### src/rtl/mips_pkg.sv
// ----------------------------------------------------------------------------
// mips_pkg: load opcode encodings, load-controller states and command check. Rev 1.0
// ----------------------------------------------------------------------------
`default_nettype none

package mips_pkg;

  localparam logic [2:0] LD_LB  = 3'b000;
  localparam logic [2:0] LD_LH  = 3'b001;
  localparam logic [2:0] LD_LW  = 3'b010;
  localparam logic [2:0] LD_LBU = 3'b100;
  localparam logic [2:0] LD_LHU = 3'b101;

  typedef enum logic [1:0] {
    IDLE = 2'd0,
    REQ  = 2'd1,
    ERR  = 2'd2,
    DONE = 2'd3
  } ld_state_t;

  // Legal opcode with a naturally aligned address for its access size.
  function automatic logic ld_cmd_legal(input logic [2:0] op, input logic [1:0] off);
    logic ok;
    ok = 1'b0;
    case (op)
      LD_LB, LD_LBU: ok = 1'b1;
      LD_LH, LD_LHU: ok = ~off[0];
      LD_LW:         ok = (off == 2'b00);
      default:       ok = 1'b0;
    endcase
    return ok;
  endfunction

endpackage

`default_nettype wire

### src/rtl/load_extender.sv
// ----------------------------------------------------------------------------
// load_extender: big-endian byte/halfword select with sign or zero extension. Rev 1.0
// ----------------------------------------------------------------------------
`default_nettype none

module load_extender
  import mips_pkg::*;
(
  input  logic [2:0]  op,
  input  logic [1:0]  offset,
  input  logic [31:0] word,
  output logic [31:0] result
);

  logic [7:0]  byte_f;
  logic [15:0] half_f;

  always_comb begin
    byte_f = 8'h00;
    half_f = 16'h0000;
    result = 32'h0000_0000;

    // Offset 0 is the most significant byte of the word.
    case (offset)
      2'd0:    byte_f = word[31:24];
      2'd1:    byte_f = word[23:16];
      2'd2:    byte_f = word[15:8];
      default: byte_f = word[7:0];
    endcase

    half_f = offset[1] ? word[15:0] : word[31:16];

    case (op)
      LD_LB:   result = {{24{byte_f[7]}}, byte_f};
      LD_LBU:  result = {24'h000000, byte_f};
      LD_LH:   result = {{16{half_f[15]}}, half_f};
      LD_LHU:  result = {16'h0000, half_f};
      LD_LW:   result = word;
      default: result = 32'h0000_0000;
    endcase
  end

endmodule

`default_nettype wire

### src/rtl/load_unit_ctrl.sv
// ----------------------------------------------------------------------------
// load_unit_ctrl: one-command load sequencer with req/ack memory handshake and timeout. Rev 1.0
// ----------------------------------------------------------------------------
`default_nettype none

module load_unit_ctrl
  import mips_pkg::*;
#(
  parameter int TIMEOUT_CYCLES = 255
) (
  input  logic        clk,
  input  logic        rst_n,
  input  logic        start,
  input  logic [2:0]  op,
  input  logic [31:0] addr,
  output logic        busy,
  output logic        done,
  output logic        err,
  output logic [31:0] rdata,
  output logic        mem_req,
  output logic [31:0] mem_addr,
  input  logic        mem_ack,
  input  logic [31:0] mem_rdata
);

  // Last REQ cycle index that may still be acknowledged before aborting.
  localparam logic [7:0] TO_LAST = 8'(TIMEOUT_CYCLES - 1);

  ld_state_t   state;
  logic [2:0]  op_q;
  logic [1:0]  off_q;
  logic [7:0]  wait_cnt;
  logic [31:0] ext_word;

  load_extender u_ext (
    .op     (op_q),
    .offset (off_q),
    .word   (mem_rdata),
    .result (ext_word)
  );

  always_ff @(posedge clk or negedge rst_n) begin
    if (!rst_n) begin
      state    <= IDLE;
      busy     <= 1'b0;
      done     <= 1'b0;
      err      <= 1'b0;
      rdata    <= 32'h0000_0000;
      mem_req  <= 1'b0;
      mem_addr <= 32'h0000_0000;
      wait_cnt <= 8'h00;
      op_q     <= 3'b000;
      off_q    <= 2'b00;
    end else begin
      case (state)
        IDLE: begin
          done <= 1'b0;
          if (start) begin
            op_q     <= op;
            off_q    <= addr[1:0];
            mem_addr <= {addr[31:2], 2'b00};
            busy     <= 1'b1;
            wait_cnt <= 8'h00;
            if (ld_cmd_legal(op, addr[1:0])) begin
              mem_req <= 1'b1;
              state   <= REQ;
            end else begin
              state   <= ERR;
            end
          end
        end

        REQ: begin
          // Ack is checked first so it wins over a simultaneous timeout.
          if (mem_ack) begin
            rdata   <= ext_word;
            err     <= 1'b0;
            done    <= 1'b1;
            mem_req <= 1'b0;
            state   <= DONE;
          end else begin
            wait_cnt <= wait_cnt + 8'h01;
            if (wait_cnt == TO_LAST) begin
              mem_req <= 1'b0;
              state   <= ERR;
            end
          end
        end

        ERR: begin
          rdata <= 32'h0000_0000;
          err   <= 1'b1;
          done  <= 1'b1;
          state <= DONE;
        end

        DONE: begin
          done  <= 1'b0;
          busy  <= 1'b0;
          state <= IDLE;
        end

        default: begin
          state   <= IDLE;
          busy    <= 1'b0;
          done    <= 1'b0;
          mem_req <= 1'b0;
        end
      endcase
    end
  end

endmodule

`default_nettype wire

### config.mk
export PLATFORM = sky130hd
export DESIGN_NAME = load_unit_ctrl
export DESIGN_NICKNAME = d
export VERILOG_FILES = /design/src/rtl/mips_pkg.sv /design/src/rtl/load_extender.sv /design/src/rtl/load_unit_ctrl.sv
export SDC_FILE = /design/constraint.sdc
export NUM_CORES = 1
export LEC_CHECK = 0
export BUFFER_PORTS_ARGS = -buffer_cell sky130_fd_sc_hd__clkbuf_2
export CORE_ASPECT_RATIO = 0.7
export CORE_MARGIN = 10
export CORE_UTILIZATION = 30
export CTS_CLUSTER_DIAMETER = 60
export DETAILED_ROUTE_END_ITERATION = 6
export PLACE_DENSITY_LB_ADDON = 0.05
export RECOVER_POWER = 100
export SYNTH_ARGS = -nofsm -noshare
export SYNTH_HDL_FRONTEND = slang
export SYNTH_SLANG_ARGS = --single-unit
export TNS_END_PERCENT = 30
### constraint.sdc
create_clock -name clk -period 4.06 [get_ports clk]
set_clock_uncertainty 0.1 [all_clocks]
set_input_delay 0.812 -clock clk [delete_from_list [all_inputs] [get_ports clk]]
set_output_delay 0.812 -clock clk [all_outputs]
set_load 0.005 [all_outputs]
==> run metrics <==
status=finished, violations left; failing checks=capacitance limit, slew limit; filler instances=1320; EDFF count, synth=0; post-detail-place hpwl=9170 µm; Pleak=2.22 nW; post-synthesis register bit count=81; critical path data required time=4.18 ns; Initial Util=30.6%; initial antenna violation count=0; Final Hold Viols=0; CTS tree=built; fin. max-slew vios=82; worst vdd ir=0.000273 V; Worst-Margin Slew=2.04 ns; multi-input logic area=1780 µm²; largest net degree at the start of global routing=82; clk buf depth=2; Final TNS setup=0 ns; sequential cell area fraction in the yosys report=50.6%; worst skew pair latency=0.33 ns; Die ar.=18400 µm²; CTS Hold Bufs=0; maxcap violations=1; vias=3142; commonest cells after routing, fill and taps aside=dfrtp_1, clkbuf_2, clkbuf_1; crit end category=register; Nets=535; Initial DRC Count=167; critical-path maximum fanout=21; dpl cells=613; commonest non-fill, non-tap cell in the layout=dfrtp_1; final worst path period need=2.94 ns; vias per inst=5.00; DR DRC count=0; core footprint=13100 µm²; Pwr Total=3.79 mW; Worst EP arrival=3.05 ns; Main synth FF type=dfrtp_1; Netlist cell types=48; final setup violating endpoints=0; critical path class=register to register; Pwr Density=760 nW/µm²; Worst Setup Start Kind=register; area of the mapped netlist=4000 µm²; Final GP Congestion=0.775; non-filler cells in the finished layout=629; share of cells above drive strength 1=35.9%; Post-synth ARST share=100%; root buffer selected by CTS=clkbuf_16; wirelength, routed=12100 µm; CTS buffer count=9; Max Fclk=0.340 GHz; ANT nets after route=0; FF/Latch Area=2030 µm²; final period utilization=72.4%; clock-pin slew on the worst setup and hold paths=0.06 ns; grt total ovfl=0; diode count=0; Slew headroom=-35.9%; 1st-pass router iterations=4; HP Class=register to register; H-tree levels=3; I/O pin total=139; Vert. Die Dim=117 µm; syn avg cell area=12.2 µm²; vias in the first global route=3431; Avg WL per Cell=19.2 µm; Yosys warning total=0; RSZ-0062 raised after global routing=no; first-pass GRT wire length=19100 µm; Row Count=35; Die X=158 µm; Syn Inst Count=327; Sink Count=81; Tot GR Track Use=13.4%; port bufs=136; Resize count post-CTS=0; setup repair bufs after CTS=0; DP Worst Slack=1.10 ns; Final Worst Setup Slack=1.12 ns; Layout area overhead=24.5%
## final cells by class
| type | count | area share (%) |
|---|---|---|
| Sequential cell | 81 | 40.7 |
| Multi-Input combinational cell | 218 | 35.7 |
| Timing Repair Buffer | 139 | 12.4 |
| Clock buffer | 11 | 5.07 |
| Tap cell | 166 | 4.17 |
| Clock inverter | 5 | 1.28 |
| Inverter | 9 | 0.678 |
## cells in the mapped netlist, types with 2 or more instances
master	n	area share (%)
a211oi_4	2	1.0
a21oi_1	7	0.88
a221o_2	16	4.5
a22o_2	8	2.0
a2bb2oi_1	7	1.5
buf_2	4	0.50
buf_4	3	0.56
buf_6	5	1.4
clkbuf_1	5	0.47
dfrtp_1	81	51
ha_1	6	1.9
inv_1	9	0.84
mux2_2	43	12
mux2i_1	12	3.0
nand2_1	23	2.2
nand2b_1	3	0.47
nand3_1	3	0.38
nor2_1	15	1.4
nor2b_1	2	0.31
nor3_1	6	0.75
nor4_1	6	0.94
o211ai_1	7	1.3
o21a_1	2	0.38
o21ai_0	11	1.4
o22ai_1	8	1.3
o31ai_1	7	1.3
xnor2_1	5	1.1
## final timing paths
kind / start / endpoint / slack, ns / depth (start not counted)
max: state[1] / mem_addr[23] / 1.12 / 5
max reg2reg: state[1] / mem_addr[23] / 1.12 / 5
min in group asynchronous: rst_n / mem_addr[24] / 0.95 / 1
min reg2reg: rdata[4] / rdata[4] / 0.39 / 2
max in group asynchronous: rst_n / wait_cnt[7] / 1.69 / 1
min: rdata[4] / rdata[4] / 0.39 / 2
## flip-flops by register name, summed over array words and instances, names as in the netlist
signal and cells:
busy 1, done 1, err 1, mem_addr 30, mem_req 1, off_q 2
op_q 3, rdata 32, state 2, wait_cnt 8
## layer usage
layer  share of wire [%]  global-route usage (%)
met3                  10                    6.33
met5                   0                       0
met1                  47                    18.1
met4                0.80                    3.26
met2                  42                    18.8
## power breakdown
part           switching (mW)  total (mW)  leakage, nW  internal, mW
combinational           0.804        1.51         1.03         0.708
sequential              0.272        1.42         1.04          1.15
clock                   0.340       0.853        0.152         0.513
total                    1.42        3.79         2.22          2.37
## metrics by stage
step / area [µm²] / hold slack [ns] / util (%)
floorplan: 4010 / 0.373 / -
global placement: 4750 / 0.387 / 36.3
detailed placement: 4750 / 0.386 / 36.3
CTS: 5070 / 0.400 / 38.7
global route: 4980 / 0.412 / 38.1
finish: 4980 / 0.391 / 38.1
## cells by family after synthesis
| group | Yosys count | share of synthesized area [%] |
|---|---|---|
| AOI/OAI and AO/OA | 84 | 17.6 |
| DFF | 81 | 50.6 |
| and+or+nand+nor | 65 | 8.00 |
| muxes | 56 | 15.7 |
| buffers and inverters | 29 | 5.06 |
| adders and majority gates | 6 | 1.88 |
| xor gates and xnor gates | 5 | 1.09 |
| other | 1 | 0.0937 |
## worst max-delay path, stage by stage (launching register included)
cell	delay (ns)
dfrtp_1	0.39
inv_1	0.09
ha_1	0.30
nand2_1	0.60
clkbuf_1	0.91
mux2_2	0.43
Power figures use the tool's default switching activity.
